===== src/rtl/pic_in_service.sv =====
// In-service register and highest-level resolver for an 8259A-style PIC.
// Define PIC_IS_ENCODED_LEVEL_EN to add highest_level_id/highest_level_valid.
module pic_in_service (
    input  logic       clk,
    input  logic       rst_n,
    input  logic [2:0] priority_rotate,
    input  logic [7:0] interrupt_special_mask,
    input  logic [7:0] interrupt,
    input  logic       latch_in_service,
    input  logic [7:0] end_of_interrupt,
    output logic [7:0] in_service_register,
    output logic [7:0] highest_level_in_service
`ifdef PIC_IS_ENCODED_LEVEL_EN
    ,
    output logic [2:0] highest_level_id,
    output logic       highest_level_valid
`endif
);

    logic [7:0]  isr;
    logic [7:0]  isr_next;
    logic [7:0]  masked;
    logic [7:0]  rotated;
    logic [7:0]  lowest;
    logic [7:0]  level;
    logic [2:0]  shift;
    logic [15:0] wide_r;
    logic [15:0] wide_l;

    // Set takes precedence over a same-cycle clear of the same bit.
    assign isr_next = (isr & ~end_of_interrupt)
                    | (latch_in_service ? interrupt : 8'h00);

    // Rotate so bit 0 is the highest-priority IR, pick lowest set bit, undo.
    assign shift   = priority_rotate + 3'd1;
    assign masked  = isr & ~interrupt_special_mask;
    assign wide_r  = {masked, masked} >> shift;
    assign rotated = wide_r[7:0];
    assign lowest  = rotated & (~rotated + 8'd1);
    assign wide_l  = {lowest, lowest} << shift;
    assign level   = wide_l[15:8];

    always_ff @(posedge clk) begin
        if (!rst_n) begin
            isr                      <= 8'h00;
            highest_level_in_service <= 8'h00;
        end else begin
            isr                      <= isr_next;
            highest_level_in_service <= level;
        end
    end

    assign in_service_register = isr;

`ifdef PIC_IS_ENCODED_LEVEL_EN
    logic [2:0] level_id;

    always_comb begin
        level_id = 3'd0;
        for (int i = 0; i < 8; i++) begin
            if (level[i]) level_id = i[2:0];
        end
    end

    always_ff @(posedge clk) begin
        if (!rst_n) begin
            highest_level_id    <= 3'd0;
            highest_level_valid <= 1'b0;
        end else begin
            highest_level_id    <= level_id;
            highest_level_valid <= |level;
        end
    end
`endif

endmodule


===== config.mk =====
export PLATFORM = sky130hd
export DESIGN_NAME = pic_in_service
export DESIGN_NICKNAME = d
export VERILOG_FILES = /design/src/rtl/pic_in_service.sv
export SDC_FILE = /design/constraint.sdc
export NUM_CORES = 1
export LEC_CHECK = 0
export CORE_MARGIN = 2
export CORE_UTILIZATION = 40
export CTS_CLUSTER_DIAMETER = 60
export DETAILED_ROUTE_END_ITERATION = 16
export PLACE_DENSITY_LB_ADDON = 0.3
export SLEW_MARGIN = 20
export SYNTH_ARGS = -nofsm -noshare
export SYNTH_HDL_FRONTEND = slang
export SYNTH_SLANG_ARGS = --single-unit

===== constraint.sdc =====
create_clock -name clk -period 2.8 [get_ports clk]
set_clock_uncertainty 0.15 [all_clocks]
set_input_delay 0.56 -clock clk [delete_from_list [all_inputs] [get_ports clk]]
set_output_delay 0.56 -clock clk [all_outputs]
set_load 0.02 [all_outputs]

==> run_results.csv, run 1 <==
group,metric,value,unit
run_status,outcome,"finished, final reports clean",
floorplan,die_area,0.004066,mm^2
synthesis,synth.avg_cell_area,8.766,um^2
floorplan,coreArea,0.003390,mm^2
global_route,antenna_found_initial,0,
global_route,grt_first_pass_wirelength,7334,um
drt,wire_per_inst,15.62,um
worst_setup_path,path_common_cell,"buf_4",
cells_and_area,diodes,0,
drt,wl_met3,234,um
cells_and_area,fillCellCount,262,
worst_setup_path,cp.required,2870,ps
sta,period_share,0.9760,
global_route,grt_overflow_total,0,
clock_network,clockRootBuffer,"clkbuf_4",
cells_and_area,nets,275,
synthesis,synth_cells,163,
clock_network,cts_tree,"done",
drt,drc,0,
worst_setup_path,crit_buf_inv,4,
pwr,p_comb_frac,0.476,
sta,period_needed,2733,ps
clock_network,cts_buffers,3,
drt,vias_per_cell,5.474,
cells_and_area,drive_gt1_frac,0.3292,
clock_network,clkLatencyLatePin,310,ps
drt,first_iter_violations,121,
worst_setup_path,crit_path_end_kind,"flip-flop",
global_route,grt_max_degree,28,
placement,io_buffers,45,
min_path,min_from,"in_service_register[5]$_SDFF_PN0_",
drt,wl_met1,1850,um
worst_setup_path,worstPathMaxFanout,3,
sta,fin_hold_ws,369.6,ps
sta,tightest_slew,369.3,ps
floorplan,fp-row-count,21,
clock_network,path_clk_slew,110,ps
worst_setup_path,worstSetupStartpointType,"input pin",
placement,gp_congestion,0.8767,
cells_and_area,fin_util,0.6888,
floorplan,die_x,63.77,um
synthesis,ys.flop_type,"dfxtp_1",
synthesis,synth_seq_cells,16,
drt,drt_wl_total,4515,um
synthesis,synthTopCellsByArea,"dfxtp_1 22%, mux4_2 16%, nand2b_1 7.0%",
cells_and_area,multi_input_area,0.001140,mm^2
cells_and_area,layout_commonest_cell,"clkdlybuf4s50_1",
sta,max_freq,365.9,MHz
worst_setup_path,reg2reg_slack,410,ps
clock_network,cts_max_path_buffers,2,
worst_setup_path,path_cells,"dlygate4sd2_1 > ha_4 > xnor2_2 > buf_4 > buf_4 > mux4_2 > mux2i_4 > buf_6 > nand2_1 > mux2i_2 > a22oi_2 > o32ai_2",
clock_network,cts.sinks,16,
sta,relSlewSlack,0.7523,
pwr,p_int,0.0005312,W
sta,maxSlewViolCount,0,
worst_setup_path,slowest_stage,"mux4_2",
cells_and_area,layout_common_cells,"42 x clkdlybuf4s50_1, 36 x buf_4, 20 x nand2_1",
job,cap_violations,0,
worst_setup_path,r2r_cells,9,
worst_setup_path,crit_type,"in2reg",
worst_setup_path,worstSetupPathDepth,12,
synthesis,ys_types,42,
drt,drtPass1Iterations,4,
floorplan,initial_core_util,0.4216,
synthesis,syn_nets,194,
sta,setup_viol,0,
clock_network,cts_htree_levels,1,
pwr,clkPwrFrac,0.209,
synthesis,async_reset_ff_frac,0,
drt,top_layer,"met4",
synthesis,ys_seq_area_frac,0.2242,
synthesis,synth_edf_count,0,
placement,hpwl,3598,um
pwr,p_seq_frac,0.315,
drt,vias,1582,
synthesis,yosys.area.top_type,"dfxtp_1",
pwr,power.density,345.8,mW/mm^2
global_route,grt_pass1_vias,1546,
worst_setup_path,startpoint,"priority_rotate[1]",
worst_setup_path,crit_path_end,"highest_level_in_service[5]$_SDFF_PN0_",
drt,ant_nets,0,
cells_and_area,regArea,320.3,um^2
synthesis,yosys_warnings,0,
pwr,leakagePower,0.9190,nW
drt,route.met2.wl,2391,um
pwr,p_sw,0.0002760,W
worst_setup_path,critical_path.top_delay_family,"multiplexers",
pwr,peakVddDrop,311.1,uV
worst_setup_path,cp_slowest_stage_delay,370,ps
worst_setup_path,rr_endpoint,"highest_level_in_service[7]$_SDFF_PN0_",
worst_setup_path,arrival,2810,ps
floorplan,fp.dieH,63.77,um
floorplan,ioPinCount,46,
global_route,grt_usage,0.2330,
cells_and_area,syn2layout_area_growth,63.40,%
synthesis,synth_area,0.001429,mm^2
worst_setup_path,r2r_start,"in_service_register[6]$_SDFF_PN0_",
sta,hold_viol_final,0,
pwr,p_sw_frac,0.3419,
sta,rsz0062_at_grt,"false",
min_path,hp-class,"reg2reg",
synthesis,synth.top_cell.area_share,0.2242,
-- synthesized netlist by cell type, types with 2 or more instances --
| cell | instances |
|---|---|
| a211oi_1 | 3 |
| a21oi_1 | 15 |
| buf_2 | 4 |
| clkbuf_1 | 3 |
| dfxtp_1 | 16 |
| mux2i_1 | 3 |
| mux2i_4 | 2 |
| mux4_2 | 10 |
| nand2_1 | 20 |
| nand2b_1 | 16 |
| nand3_1 | 4 |
| nand3b_1 | 4 |
| nand4_1 | 3 |
| nor2_1 | 10 |
| nor2b_1 | 7 |
| nor3_1 | 5 |
| nor4_1 | 2 |
| o2111ai_1 | 3 |
| o211a_1 | 4 |
| o211ai_1 | 3 |
| o21ai_0 | 2 |
| o32ai_1 | 2 |
| or3b_2 | 3 |
-- power by group through the flow --
stage	logic, W	registers, W	clock network [W]
after CTS	0.000356	0.000255	0.000171
after global placement	0.000337	0.000259	0
after floorplan	0.000164	0.000280	0
after global routing	0.000413	0.000257	0.000179
after detailed placement	0.000345	0.000260	0
final	0.000384	0.000254	0.000169
-- metal layers --
metal / track usage / vias to the layer above
met3: 0.02113 / 4
met4: 0.05435 / 0
met5: 0 / -
met1: 0.2921 / 742
li1: - / 768
met2: 0.4303 / 68
-- worst reg2reg max path: stages, from the launching register on --
cell     delay, ps
dfxtp_1        360
nor2b_1        160
buf_4          140
mux4_2         490
buf_4          170
nor2_1         110
a21oi_2         60
mux2i_2        160
a32o_2         290
o211a_1        200
-- sequential cells by signal, indices dropped and copies added (netlist names) --
name	cells
highest_level_in_service	8
in_service_register	8
-- area by class of cell --
type                            instances  share of cell area
Sequential cell                        16              0.1372
Clock buffer                            4             0.01554
Inverter                                3            0.005895
Tap cell                               46             0.02465
Timing Repair Buffer                   85              0.3285
Multi-Input combinational cell        135              0.4882
-- metrics by stage --
stage          cell area (um^2)  setup slack, ps  cells  setup TNS, ps  power [W]
6_report                   2335            67.19    289              0  0.0008073
5_1_grt                    2335            2.445    289              0  0.0008488
4_1_cts                    2242           -13.92    286         -13.92  0.0007818
3_5_place_dp               2161           -692.0    281          -5007  0.0006046
3_3_place_gp               2161           -605.2    281          -4154  0.0005966
2_1_floorplan              1429            1.624    163              0  0.0004434
-- cells by family after synthesis --
group                    Yosys count  share of synthesized area
AO/OA/AOI/OAI                     37                     0.1778
XOR/XNOR                           2                    0.01752
adder cells (fa/ha/maj)            1                   0.008755
buffers and inverters             12                    0.04203
flip-flops                        16                     0.2242
multiplexers                      16                     0.2207
AND/OR/NAND/NOR                   79                     0.3091
-- worst min path at each step --
stage / end / depth (start not counted)
after global routing: in_service_register[7]$_SDFF_PN0_ / 2
after floorplan: in_service_register[1]$_SDFF_PN0_ / 2
after global placement: in_service_register[5]$_SDFF_PN0_ / 2
final: in_service_register[5]$_SDFF_PN0_ / 2
after CTS: in_service_register[5]$_SDFF_PN0_ / 2
after detailed placement: in_service_register[5]$_SDFF_PN0_ / 2
-- timing repair --
action	CTS	global route
setup buffers	1	3
gates resized for setup	11	19
cloned	0	0
pin swaps	4	5
endpoints found under the setup margin	8	8
hold buffers	0	0
(Power assumes the default switching activity.)
==> run 2, diff against run 1 <==
- GPL_ROUTABILITY_DRIVEN: not set -> 0
==> run 2 against run 1 <==
Effect of this change:
- combinational power about the same
- setup slack better by 8.6 ps
- register-to-register slack got worse by 40 ps
- final area grew 0.96%
- maximum frequency is 0.32% higher
- sequential power barely moved
- critical path type unchanged
- largest cell class unchanged
- largest power group unchanged
==> run_results.csv, run 2 (same netlist as run 1, synthesis figures left out) <==
group,metric,value,unit
pwr,p_sw,0.0002694,W
cells_and_area,nets,277,
clock_network,cts_buffers,3,
worst_setup_path,arrival,2780,ps
sta,period_needed,2724,ps
min_path,hp-class,"reg2reg",
sta,hold_viol_final,0,
global_route,antenna_found_initial,0,
pwr,p_seq_frac,0.318,
cells_and_area,fillCellCount,258,
drt,ant_nets,0,
run_status,outcome,"finished, final reports clean",
global_route,grt_first_pass_wirelength,7500,um
sta,setup_viol,0,
floorplan,coreArea,0.003390,mm^2
drt,drc,0,
pwr,leakagePower,0.9373,nW
cells_and_area,layout_common_cells,"42 x clkdlybuf4s50_1, 38 x buf_4, 20 x nand2_1",
cells_and_area,multi_input_area,0.001155,mm^2
sta,fin_hold_ws,371.7,ps
job,cap_violations,0,
worst_setup_path,worstSetupStartpointType,"input pin",
clock_network,clkLatencyLatePin,300,ps
sta,maxSlewViolCount,0,
floorplan,die_x,63.77,um
cells_and_area,syn2layout_area_growth,64.97,%
pwr,peakVddDrop,235.2,uV
worst_setup_path,crit_type,"in2reg",
worst_setup_path,reg2reg_slack,370,ps
clock_network,cts_tree,"done",
pwr,p_int,0.0005334,W
global_route,grt_usage,0.2327,
floorplan,ioPinCount,46,
worst_setup_path,crit_path_end_kind,"flip-flop",
floorplan,die_area,0.004066,mm^2
clock_network,clockRootBuffer,"clkbuf_4",
placement,dp.cells,282,
drt,vias_per_cell,5.746,
pwr,p_comb_frac,0.482,
floorplan,fp-row-count,21,
sta,period_share,0.9729,
clock_network,cts_htree_levels,1,
pwr,clkPwrFrac,0.200,
clock_network,cts_max_path_buffers,2,
clock_network,path_clk_slew,110,ps
placement,io_buffers,45,
sta,tns,0,ps
cells_and_area,drive_gt1_frac,0.3469,
sta,tightest_slew,413.0,ps
cells_and_area,layout_commonest_cell,"clkdlybuf4s50_1",
worst_setup_path,worstPathMaxFanout,5,
floorplan,initial_core_util,0.4216,
global_route,grt_max_degree,28,
floorplan,fp.dieH,63.77,um
drt,vias,1672,
cells_and_area,diodes,0,
drt,drt_wl_total,4536,um
clock_network,cts.sinks,16,
placement,hpwl,3563,um
sta,relSlewSlack,0.7217,
pwr,power.density,340.6,mW/mm^2
clock_network,cts_hold_buf,0,
worst_setup_path,cp.required,2860,ps
cells_and_area,regArea,320.3,um^2
drt,first_iter_violations,86,
cells_and_area,final_cells,291,
global_route,grt_overflow_total,0,
global_route,grt_pass1_vias,1679,
drt,wire_per_inst,15.59,um
pwr,p_sw_frac,0.3356,
drt,drtPass1Iterations,5,
sta,rsz0062_at_grt,"true",
sta,max_freq,367.1,MHz
==> run 2: worst paths after layout <==
| kind | start | endpoint | depth (start not counted) |
|---|---|---|---|
| worst min-delay path | in_service_register[5]$_SDFF_PN0_ | in_service_register[5]$_SDFF_PN0_ | 2 |
| worst max-delay path | interrupt_special_mask[5] | highest_level_in_service[6]$_SDFF_PN0_ | 8 |
| worst max register to register | in_service_register[6]$_SDFF_PN0_ | highest_level_in_service[3]$_SDFF_PN0_ | 9 |
| worst min register to register | in_service_register[5]$_SDFF_PN0_ | in_service_register[5]$_SDFF_PN0_ | 2 |
==> run 2: area by class of cell <==
class	count	area share
sequential	16	0.1359
tap	46	0.02442
timing repair buffer	87	0.3286
clock buffer	4	0.01539
multi-input combinational	135	0.4899
inverter	3	0.005839
==> run 2: power by group through the flow <==
stage	Combinational [W]	Sequential, W	Clock [W]
after floorplan	0.000164	0.000280	0
after global placement	0.000336	0.000259	0
after detailed placement	0.000346	0.000260	0
after global routing	0.000413	0.000258	0.000177
after CTS	0.000357	0.000255	0.000165
final	0.000387	0.000255	0.000161
==> run 2: metal layers <==
metal  track usage  share of wire
met2        0.4145           0.52
met5             0              0
met3       0.02993          0.057
met1        0.2835           0.40
met4       0.09239          0.019
==> run 2: timing repair <==
item                                    CTS  global route
gates resized for setup                   9            22
hold endpoints to repair                  0             0
endpoints found under the setup margin    8             8
pin swaps                                 6             8
buffers inserted                          2             3
==> run 2: stage by stage <==
step	power [W]	util	worst slack, ps	cell area [um^2]
final	0.0008028	0.6955	75.83	2357
after global routing	0.0008480	0.6955	-50.60	2357
after CTS	0.0007768	0.6637	7.576	2250
after detailed placement	0.0006052	0.6397	-607.1	2168
after global placement	0.0005952	0.6397	-547.7	2168
after floorplan	0.0004434	-	1.624	1429
==> run 2: worst max-delay path, cell delays in order <==
cell             delay, ps
clkdlybuf4s50_1        480
and2b_1                200
mux4_2                 480
mux2_4                 300
nor2_2                 210
and4_4                 270
nor3_2                  50
a211oi_2               230
